### config.mk
export PLATFORM = sky130hd
export DESIGN_NAME = jedro_1_mem_arbiter_flat
export DESIGN_NICKNAME = d
export VERILOG_FILES = /design/src/rtl/jedro_1_mem_arbiter_if.sv /design/src/rtl/jedro_1_mem_arbiter.sv /design/src/flat_wrapper.sv
export SDC_FILE = /design/constraint.sdc
export NUM_CORES = 1
export LEC_CHECK = 0
export CORE_AREA = 5 5 94 96
export DETAILED_ROUTE_END_ITERATION = 8
export DIE_AREA = 0 0 99 101
export PLACE_DENSITY_LB_ADDON = 0.12
export SLEW_MARGIN = 40
export SYNTH_ARGS = -nofsm -noshare
export SYNTH_HDL_FRONTEND = slang
export SYNTH_SLANG_ARGS = --single-unit
export TNS_END_PERCENT = 1
### constraint.sdc
create_clock -name clk_i -period 3.16 [get_ports clk_i]
set_clock_uncertainty 0.2 [all_clocks]
set_input_delay 0.632 -clock clk_i [delete_from_list [all_inputs] [get_ports clk_i]]
set_output_delay 0.632 -clock clk_i [all_outputs]
set_load 0.005 [all_outputs]
### src/rtl/jedro_1_mem_arbiter_if.sv
// Bus bundle for jedro_1_mem_arbiter: IFU/LSU request-response channels and the shared memory port.
// slave = arbiter view, master = view of the surrounding requesters and memory.
interface jedro_1_mem_arbiter_if;
    logic [31:0] ifu_req_addr_i;
    logic        ifu_req_valid_i;
    logic        ifu_req_ready_o;
    logic        ifu_rsp_valid_o;
    logic        ifu_rsp_ready_i;

    logic [31:0] lsu_req_addr_i;
    logic [31:0] lsu_req_data_i;
    logic [3:0]  lsu_req_strobe_i;
    logic        lsu_req_write_i;
    logic        lsu_req_valid_i;
    logic        lsu_req_ready_o;
    logic        lsu_rsp_valid_o;
    logic        lsu_rsp_ready_i;

    logic [31:0] rsp_data_o;
    logic        rsp_error_o;

    logic [31:0] mem_req_addr_o;
    logic [31:0] mem_req_data_o;
    logic [3:0]  mem_req_strobe_o;
    logic        mem_req_write_o;
    logic        mem_req_valid_o;
    logic        mem_req_ready_i;
    logic [31:0] mem_rsp_data_i;
    logic        mem_rsp_error_i;
    logic        mem_rsp_valid_i;
    logic        mem_rsp_ready_o;

    modport slave (
        input  ifu_req_addr_i, ifu_req_valid_i, ifu_rsp_ready_i,
        input  lsu_req_addr_i, lsu_req_data_i, lsu_req_strobe_i, lsu_req_write_i,
        input  lsu_req_valid_i, lsu_rsp_ready_i,
        input  mem_req_ready_i, mem_rsp_data_i, mem_rsp_error_i, mem_rsp_valid_i,
        output ifu_req_ready_o, ifu_rsp_valid_o, lsu_req_ready_o, lsu_rsp_valid_o,
        output rsp_data_o, rsp_error_o,
        output mem_req_addr_o, mem_req_data_o, mem_req_strobe_o, mem_req_write_o,
        output mem_req_valid_o, mem_rsp_ready_o
    );

    modport master (
        output ifu_req_addr_i, ifu_req_valid_i, ifu_rsp_ready_i,
        output lsu_req_addr_i, lsu_req_data_i, lsu_req_strobe_i, lsu_req_write_i,
        output lsu_req_valid_i, lsu_rsp_ready_i,
        output mem_req_ready_i, mem_rsp_data_i, mem_rsp_error_i, mem_rsp_valid_i,
        input  ifu_req_ready_o, ifu_rsp_valid_o, lsu_req_ready_o, lsu_rsp_valid_o,
        input  rsp_data_o, rsp_error_o,
        input  mem_req_addr_o, mem_req_data_o, mem_req_strobe_o, mem_req_write_o,
        input  mem_req_valid_o, mem_rsp_ready_o
    );
endinterface

### src/rtl/jedro_1_mem_arbiter.sv
// Two-requester (IFU/LSU) memory arbiter with grant lock and an in-order owner FIFO for responses.
// Define JEDRO_1_ARB_RR_EN for round-robin arbitration; default is fixed LSU-over-IFU priority.
module jedro_1_mem_arbiter #(
    parameter int unsigned OUTSTANDING = 2
) (
    input  logic                   clk_i,
    input  logic                   rst_i,
    jedro_1_mem_arbiter_if.slave   bus
);

    localparam int unsigned PTR_W = (OUTSTANDING > 1) ? $clog2(OUTSTANDING) : 1;
    localparam int unsigned CNT_W = $clog2(OUTSTANDING + 1);

    typedef enum logic {
        OWNER_IFU = 1'b0,
        OWNER_LSU = 1'b1
    } owner_e;

    owner_e             owner_mem [OUTSTANDING];
    logic [PTR_W-1:0]   wr_ptr_q;
    logic [PTR_W-1:0]   rd_ptr_q;
    logic [CNT_W-1:0]   count_q;
    logic               lock_q;
    owner_e             lock_owner_q;
`ifdef JEDRO_1_ARB_RR_EN
    logic               rr_lsu_q;
`endif

    owner_e             grant;
    owner_e             head;
    logic               can_grant;
    logic               fifo_valid;
    logic               req_fire;
    logic               rsp_fire;

    function automatic logic [PTR_W-1:0] ptr_inc(input logic [PTR_W-1:0] ptr);
        if (ptr == PTR_W'(OUTSTANDING - 1))
            return '0;
        return ptr + PTR_W'(1);
    endfunction

    // Registered count only: a pop in the same cycle must not open a grant.
    assign can_grant  = !rst_i && (count_q < CNT_W'(OUTSTANDING));
    assign fifo_valid = !rst_i && (count_q != '0);
    assign head       = owner_mem[rd_ptr_q];
    assign req_fire   = bus.mem_req_valid_o && bus.mem_req_ready_i;
    assign rsp_fire   = bus.mem_rsp_valid_i && bus.mem_rsp_ready_o;

    // NOTE: every always_comb output gets a default first, so no path can infer a latch.
    always_comb begin
        grant = OWNER_LSU;
        if (lock_q) begin
            grant = lock_owner_q;
        end else begin
`ifdef JEDRO_1_ARB_RR_EN
            if (rr_lsu_q)
                grant = bus.lsu_req_valid_i ? OWNER_LSU : OWNER_IFU;
            else
                grant = bus.ifu_req_valid_i ? OWNER_IFU : OWNER_LSU;
`else
            grant = bus.lsu_req_valid_i ? OWNER_LSU : OWNER_IFU;
`endif
        end
    end

    always_comb begin
        bus.mem_req_valid_o  = 1'b0;
        bus.ifu_req_ready_o  = 1'b0;
        bus.lsu_req_ready_o  = 1'b0;
        bus.mem_req_addr_o   = bus.ifu_req_addr_i;
        bus.mem_req_data_o   = '0;
        bus.mem_req_strobe_o = 4'b1111;
        bus.mem_req_write_o  = 1'b0;
        if (grant == OWNER_LSU) begin
            bus.mem_req_addr_o   = bus.lsu_req_addr_i;
            bus.mem_req_data_o   = bus.lsu_req_data_i;
            bus.mem_req_strobe_o = bus.lsu_req_strobe_i;
            bus.mem_req_write_o  = bus.lsu_req_write_i;
        end
        if (can_grant) begin
            if (grant == OWNER_LSU) begin
                bus.mem_req_valid_o = bus.lsu_req_valid_i;
                bus.lsu_req_ready_o = bus.mem_req_ready_i;
            end else begin
                bus.mem_req_valid_o = bus.ifu_req_valid_i;
                bus.ifu_req_ready_o = bus.mem_req_ready_i;
            end
        end
    end

    always_comb begin
        bus.ifu_rsp_valid_o = 1'b0;
        bus.lsu_rsp_valid_o = 1'b0;
        bus.mem_rsp_ready_o = 1'b0;
        bus.rsp_data_o      = bus.mem_rsp_data_i;
        bus.rsp_error_o     = bus.mem_rsp_error_i;
        if (fifo_valid) begin
            if (head == OWNER_LSU) begin
                bus.lsu_rsp_valid_o = bus.mem_rsp_valid_i;
                bus.mem_rsp_ready_o = bus.lsu_rsp_ready_i;
            end else begin
                bus.ifu_rsp_valid_o = bus.mem_rsp_valid_i;
                bus.mem_rsp_ready_o = bus.ifu_rsp_ready_i;
            end
        end
    end

    // NOTE: sequential state uses non-blocking assignments so every register samples pre-edge values.
    always_ff @(posedge clk_i) begin
        if (rst_i) begin
            count_q      <= '0;
            wr_ptr_q     <= '0;
            rd_ptr_q     <= '0;
            lock_q       <= 1'b0;
            lock_owner_q <= OWNER_LSU;
        end else begin
            lock_q       <= bus.mem_req_valid_o && !bus.mem_req_ready_i;
            lock_owner_q <= grant;
            if (req_fire)
                wr_ptr_q <= ptr_inc(wr_ptr_q);
            if (rsp_fire)
                rd_ptr_q <= ptr_inc(rd_ptr_q);
            case ({req_fire, rsp_fire})
                2'b10:   count_q <= count_q + CNT_W'(1);
                2'b01:   count_q <= count_q - CNT_W'(1);
                default: count_q <= count_q;
            endcase
        end
    end

    // NOTE: owner storage needs no reset; count/pointers decide which entries are meaningful.
    always_ff @(posedge clk_i) begin
        if (req_fire)
            owner_mem[wr_ptr_q] <= grant;
    end

`ifdef JEDRO_1_ARB_RR_EN
    always_ff @(posedge clk_i) begin
        if (rst_i)
            rr_lsu_q <= 1'b1;
        else if (req_fire)
            rr_lsu_q <= (grant == OWNER_IFU);
    end
`endif

endmodule

### src/flat_wrapper.sv
// flat-port wrapper written by rule: the top's interface ports become plain ports
module jedro_1_mem_arbiter_flat 
#(
    parameter int unsigned OUTSTANDING = 2
)
  (clk_i, rst_i, bus_ifu_req_addr_i, bus_ifu_req_valid_i, bus_ifu_rsp_ready_i, bus_lsu_req_addr_i, bus_lsu_req_data_i, bus_lsu_req_strobe_i, bus_lsu_req_write_i, bus_lsu_req_valid_i, bus_lsu_rsp_ready_i, bus_mem_req_ready_i, bus_mem_rsp_data_i, bus_mem_rsp_error_i, bus_mem_rsp_valid_i, bus_ifu_req_ready_o, bus_ifu_rsp_valid_o, bus_lsu_req_ready_o, bus_lsu_rsp_valid_o, bus_rsp_data_o, bus_rsp_error_o, bus_mem_req_addr_o, bus_mem_req_data_o, bus_mem_req_strobe_o, bus_mem_req_write_o, bus_mem_req_valid_o, bus_mem_rsp_ready_o);
  jedro_1_mem_arbiter_if bus_i ();
  input  logic clk_i;
  input  logic rst_i;
  input wire logic [$bits(bus_i.ifu_req_addr_i)-1:0] bus_ifu_req_addr_i;
  input wire logic [$bits(bus_i.ifu_req_valid_i)-1:0] bus_ifu_req_valid_i;
  input wire logic [$bits(bus_i.ifu_rsp_ready_i)-1:0] bus_ifu_rsp_ready_i;
  input wire logic [$bits(bus_i.lsu_req_addr_i)-1:0] bus_lsu_req_addr_i;
  input wire logic [$bits(bus_i.lsu_req_data_i)-1:0] bus_lsu_req_data_i;
  input wire logic [$bits(bus_i.lsu_req_strobe_i)-1:0] bus_lsu_req_strobe_i;
  input wire logic [$bits(bus_i.lsu_req_write_i)-1:0] bus_lsu_req_write_i;
  input wire logic [$bits(bus_i.lsu_req_valid_i)-1:0] bus_lsu_req_valid_i;
  input wire logic [$bits(bus_i.lsu_rsp_ready_i)-1:0] bus_lsu_rsp_ready_i;
  input wire logic [$bits(bus_i.mem_req_ready_i)-1:0] bus_mem_req_ready_i;
  input wire logic [$bits(bus_i.mem_rsp_data_i)-1:0] bus_mem_rsp_data_i;
  input wire logic [$bits(bus_i.mem_rsp_error_i)-1:0] bus_mem_rsp_error_i;
  input wire logic [$bits(bus_i.mem_rsp_valid_i)-1:0] bus_mem_rsp_valid_i;
  output wire logic [$bits(bus_i.ifu_req_ready_o)-1:0] bus_ifu_req_ready_o;
  output wire logic [$bits(bus_i.ifu_rsp_valid_o)-1:0] bus_ifu_rsp_valid_o;
  output wire logic [$bits(bus_i.lsu_req_ready_o)-1:0] bus_lsu_req_ready_o;
  output wire logic [$bits(bus_i.lsu_rsp_valid_o)-1:0] bus_lsu_rsp_valid_o;
  output wire logic [$bits(bus_i.rsp_data_o)-1:0] bus_rsp_data_o;
  output wire logic [$bits(bus_i.rsp_error_o)-1:0] bus_rsp_error_o;
  output wire logic [$bits(bus_i.mem_req_addr_o)-1:0] bus_mem_req_addr_o;
  output wire logic [$bits(bus_i.mem_req_data_o)-1:0] bus_mem_req_data_o;
  output wire logic [$bits(bus_i.mem_req_strobe_o)-1:0] bus_mem_req_strobe_o;
  output wire logic [$bits(bus_i.mem_req_write_o)-1:0] bus_mem_req_write_o;
  output wire logic [$bits(bus_i.mem_req_valid_o)-1:0] bus_mem_req_valid_o;
  output wire logic [$bits(bus_i.mem_rsp_ready_o)-1:0] bus_mem_rsp_ready_o;
  assign bus_i.ifu_req_addr_i = bus_ifu_req_addr_i;
  assign bus_i.ifu_req_valid_i = bus_ifu_req_valid_i;
  assign bus_i.ifu_rsp_ready_i = bus_ifu_rsp_ready_i;
  assign bus_i.lsu_req_addr_i = bus_lsu_req_addr_i;
  assign bus_i.lsu_req_data_i = bus_lsu_req_data_i;
  assign bus_i.lsu_req_strobe_i = bus_lsu_req_strobe_i;
  assign bus_i.lsu_req_write_i = bus_lsu_req_write_i;
  assign bus_i.lsu_req_valid_i = bus_lsu_req_valid_i;
  assign bus_i.lsu_rsp_ready_i = bus_lsu_rsp_ready_i;
  assign bus_i.mem_req_ready_i = bus_mem_req_ready_i;
  assign bus_i.mem_rsp_data_i = bus_mem_rsp_data_i;
  assign bus_i.mem_rsp_error_i = bus_mem_rsp_error_i;
  assign bus_i.mem_rsp_valid_i = bus_mem_rsp_valid_i;
  assign bus_ifu_req_ready_o = bus_i.ifu_req_ready_o;
  assign bus_ifu_rsp_valid_o = bus_i.ifu_rsp_valid_o;
  assign bus_lsu_req_ready_o = bus_i.lsu_req_ready_o;
  assign bus_lsu_rsp_valid_o = bus_i.lsu_rsp_valid_o;
  assign bus_rsp_data_o = bus_i.rsp_data_o;
  assign bus_rsp_error_o = bus_i.rsp_error_o;
  assign bus_mem_req_addr_o = bus_i.mem_req_addr_o;
  assign bus_mem_req_data_o = bus_i.mem_req_data_o;
  assign bus_mem_req_strobe_o = bus_i.mem_req_strobe_o;
  assign bus_mem_req_write_o = bus_i.mem_req_write_o;
  assign bus_mem_req_valid_o = bus_i.mem_req_valid_o;
  assign bus_mem_rsp_ready_o = bus_i.mem_rsp_ready_o;
  jedro_1_mem_arbiter #(.OUTSTANDING(OUTSTANDING)) u_core (.clk_i(clk_i), .rst_i(rst_i), .bus(bus_i));
endmodule
# After elaboration in Yosys (flattened, before gate mapping)
# Memory sizes are Yosys's and may differ from the RTL's. A register that Yosys moved wholly into a read port is not among the register bits.
# Cells that the tools add are included.
# word_totals
out_inout_bits,108
mem_bits_rw,2
in_bits,142
n_memories,1
register_bits,6
# classes
n_eq_ne,2
reduce_logical,9
addsub,4
n_lt_le_gt_ge,1
mux,33
# mem_list
memory,words,width,read_ports,rd_ports_with_merged_regs,write_ports,line,source
u_core.owner_mem,2,1,1,1,1,jedro_1_mem_arbiter.sv:19,owner_e owner_mem [OUTSTANDING];
# op_table
op,n
$mux W32,2
$mux W1,29
$logic_and A1 B1 Y1,5
$mux W4,1
$pmux W2 S2,1
$reduce_bool A2 Y1,2
$add A1 B1 Y1 const B,2
$add A2 B1 Y2 const B,1
$eq A2 B1 Y1 const B,1
$eq A2 B2 Y1 const B,1
$logic_not A1 Y1,2
$lt A2 B2 Y1 const B,1
$sub A2 B1 Y2 const B,1

# Logic depth before layout (Yosys ltp)
# depth
ltp_word,9
mapped_depth,8
depth_no_buf,7

# Worst setup path after synthesis
# Ideal clock, no wire load.
# synth_timing
path_kind,input port to output port
start,input port bus_lsu_req_valid_i
end,output port bus_mem_req_addr_o[10]
t_arrival_ns,1.525
t_required_ns,2.328
n_path_buf,1
path_slack_ns,0.803
stages,3
path_cell_list,mux2i_2 buf_4 mux2_2
# synth_via
elab_chain_len,3
# synth_lines
item,line,source
from (decl),flat_wrapper.sv:17,input wire logic [$bits(bus_i.lsu_req_valid_i)-1:0] bus_lsu_req_valid_i;
$mux W1,jedro_1_mem_arbiter.sv:61,grant = bus.lsu_req_valid_i ? OWNER_LSU : OWNER_IFU;
$mux W1,jedro_1_mem_arbiter.sv:52,if (lock_q) begin
$mux W32,jedro_1_mem_arbiter.sv:74,if (grant == OWNER_LSU) begin
to (decl),flat_wrapper.sv:29,output wire logic [$bits(bus_i.mem_req_addr_o)-1:0] bus_mem_req_addr_o;
# Every way passes these cells.

# Worst setup path in the final report
# layout_timing
start,input port bus_lsu_req_valid_i
end,output port bus_mem_req_addr_o[11]
# The elaborated chain is that of the path after synthesis.

==> results.txt <==
----------------------------------------------------
[Finish]
  Post-synthesis to final-layout area growth ... 136%
  Fraction of final layout cells sized beyond drive strength 1 ... 0.161
  Diode count ... 0
  Count of nets after finishing ... 455

[Critical path]
  Internal reg-to-reg setup slack ... 920 ps
  Arrival time of the worst setup path ... 2160 ps
  Startpoint types ... input port
  Category of the most critical setup path ... input port to output port
  Cell depth of the worst flop-to-flop path ... 7
  Critical path peak fanout ... 41
  Worst setup EP type ... output port
  R2r startpoint ... u_core.lock_owner_q
  Data required time at the worst endpoint ... 2330 ps
  Capturing point of the worst reg2reg path ... u_core.count_q[1]

[Worst hold path]
  Worst min path class ... flip-flop to flip-flop
  Hold path cells ... 1
  Min-Delay Startpoint ... u_core.wr_ptr_q
  End point of the most critical hold path ... u_core.wr_ptr_q

[Die]
  Width of the chip ... 99 um
  IO Count ... 250
  Total Die Area ... 0.0100 mm2
  Standard-cell row count ... 33
  Initial core utilization ... 0.166
  Y dimension of the die ... 101 um
  Core region area ... 0.00797 mm2

[Pwr]
  Peak supply drop ... 162 uV
  Logic pwr share ... 0.615
  Part of the total power dissipated in sequential elements ... 0.193
  Net Sw Frac ... 0.246
  Net switching power ... 0.170 mW
  Pwr dens ... 220 mW/mm2
  Clock share of power ... 0.192
  Internal power ... 0.519 mW
  Static leakage power ... 1.17 nW
  Sum of internal, switching and leakage power ... 0.689 mW

[Outcome]
  Run status ... completed

[Clock tree]
  Clock edge transition at the registers on the reported setup and hold paths ... 40 ps
  Htree depth ... 1
  Root buf cell ... clkbuf_8
  Number of sinks driven by the clock tree ... 9
  Worst-skew pair later-pin latency ... 230 ps
  Longest Clk Path Bufs ... 2
  Quantity of hold-fixing buffers added after cts ... 0
  Setup bufs post-CTS ... 0
  Clock tree from TritonCTS ... built
  Number of buffers inserted during clock tree synthesis ... 3

[GRT]
  Global routing usage summed across all routing layers ... 0.113
  Sum of overflow across all layers after global routing ... 0
  Antenna violations before repair ... 0
  Pin count of the biggest net entering global routing ... 42
  Vias in the first global route ... 1,618
  First-pass GRT wire length ... 8.89 mm

[Synthesis]
  Part of the Yosys area used for sequential elements ... 0.151
  Post-synthesis cell count ... 155
  FF+latch count, synth ... 9
  Xor and xnor area share after synthesis ... 0.0132
  Average size of a mapped cell ... 8.53 um2
  Yosys cell types ... 26
  Synth warnings ... 0
  Main synth FF type ... dfxtp_1
  Netlist area before placement ... 0.00132 mm2
  Synthesized-area fraction occupied by adder cells ... 0.00946
  Post-synthesis mux area share ... 0.313
  Main combinational cell family by area after synthesis ... multiplexers
  Compound-cell area share of the yosys netlist ... 0.0454
  Fraction of registers with async set or reset after synthesis ... 0
  Total nets after synthesis ... 298
  Simple-Gate Fraction of Synth Area ... 0.241
  Number of enable flip-flop cells after synthesis ... 2

[Timing]
  Worst-margin pin slew ... 338 ps
  Relative slew slack ... 0.773
  Ratio of final minimum period to clock period ... 0.948
  Least setup slack across all paths after layout ... 163 ps
  Endpoints failing setup ... 0
  Post-layout min period ... 3000 ps
  Max Transition Viols Final ... 0
  Total Negative Setup Slacks ... 0 ps
  Unrepaired setup endpoints after global routing ... no
  Max Clk Rate ... 334 MHz
  Final hold violation count ... 0

[Job]
  Max Cap Viol ... 0

[Drt]
  Number of remaining DRC errors ... 0
  Number of violations reported at the end of detailed-routing iteration 0 ... 31
  Total detailed-routing wirelength ... 6.46 mm
  Via count normalized by instance count ... 3.87
  WL/cell ... 15.5 um
  Vias ... 1,610
  Detailed-routing iteration count for the pre-antenna-repair pass ... 2
  Detail Route Antenna Nets ... 0

[Placement]
  Routability congestion estimate from global placement ... 0.774
  Final HPWL from detailed placement ... 5.64 mm
  Place WS ... -60.6 ps
  Count of buffers inserted at the top-level ports ... 183

----------------------------------------------------
## per-stage QoR
step                      instances  cell area (um2)  hold WS, ps   util
after floorplan                 155             1320          246      -
after global placement          412             3090          259  0.388
after detailed placement        412             3090          272  0.388
after CTS                       416             3130          282  0.392
after global routing            416             3130          322  0.392
final                           416             3130          278  0.392
## cell usage after synthesis, types with 2 or more instances
| library cell | instances | area, um2 |
|---|---|---|
| mux2_1 | 3 | 33.8 |
| or3_1 | 2 | 12.5 |
| nand2_1 | 3 | 11.3 |
| nor2_1 | 9 | 33.8 |
| edfxtp_1 | 2 | 60.1 |
| nor2b_1 | 35 | 219 |
| a21oi_1 | 3 | 15.0 |
| buf_2 | 2 | 10.0 |
| mux2_2 | 29 | 327 |
| clkbuf_1 | 3 | 11.3 |
| buf_4 | 36 | 270 |
| o21ai_0 | 2 | 10.0 |
| or2_2 | 4 | 25.0 |
| dfxtp_1 | 7 | 140 |
| mux2i_1 | 4 | 40.0 |
## logic make-up (layout without fill, tap and decap cells)
logic type / count (synthesis) / count (layout)
adders and majority gates: 1 / 1
and+or+nand+nor: 56 / 56
xor gates and xnor gates: 2 / 2
AOI/OAI and AO/OA: 7 / 7
muxes: 37 / 37
DFF: 9 / 9
buffers and inverters: 43 / 199
## critical path, cell delays in order
cell and delay [ps]:
dlygate4sd2_1 260, mux2i_4 190, buf_12 240, mux2_2 360
clkdlybuf4s50_1 460
## worst max path at each step
stage / from / endpoint / cells past startpoint
after floorplan: bus_lsu_req_valid_i / bus_mem_req_addr_o[10] / 3
after global placement: bus_lsu_req_valid_i / bus_mem_req_addr_o[13] / 5
after detailed placement: bus_lsu_req_valid_i / bus_mem_req_addr_o[13] / 5
after CTS: bus_lsu_req_valid_i / bus_mem_req_addr_o[24] / 5
after global routing: rst_i / bus_ifu_rsp_valid_o / 5
final: bus_lsu_req_valid_i / bus_mem_req_addr_o[11] / 5
## per-layer routing
layer,global-route usage,wire length [um],vias up
met3,0.0512,783,8
met4,0.0315,82,0
li1,-,-,789
met5,0,0,-
met2,0.201,3160,127
met1,0.122,2440,686
## final cells by class
type	count	area, um2
clock buffer	4	45.0
timing repair buffer	193	1910
multi-input combinational	103	832
sequential	9	200
inverter	2	7.51
tap	105	131
fill	809	4840
## power groups by stage
| stage | Clock (mW) | Sequential, mW | Combinational (mW) |
|---|---|---|---|
| final | 0.132 | 0.133 | 0.424 |
| after global routing | 0.145 | 0.134 | 0.454 |
| after CTS | 0.136 | 0.133 | 0.431 |
| after detailed placement | 0 | 0.135 | 0.435 |
| after global placement | 0 | 0.135 | 0.438 |
| after floorplan | 0 | 0.133 | 0.162 |
## repair_timing
action	4_1_cts	5_1_grt
resized for setup	8	0
setup endpoints to repair	35	0
hold endpoints to repair	0	0
## layout by cell type (no fill, tap or decap), drive strengths merged
cell type,count
clkdlybuf4s50,175
nor2b,35
mux2,32
buf,10
nor2,9
dlygate4sd2,8
dfxtp,7
mux2i,5
or2,4
nand2,4
clkbuf,4
a21oi,3
or3,2
o21ai,2
edfxtp,2
inv,2
o211ai,1
a2111oi,1
nor3,1
and3,1
xor2,1
xnor2,1
ha,1
(Power assumes the default switching activity.)
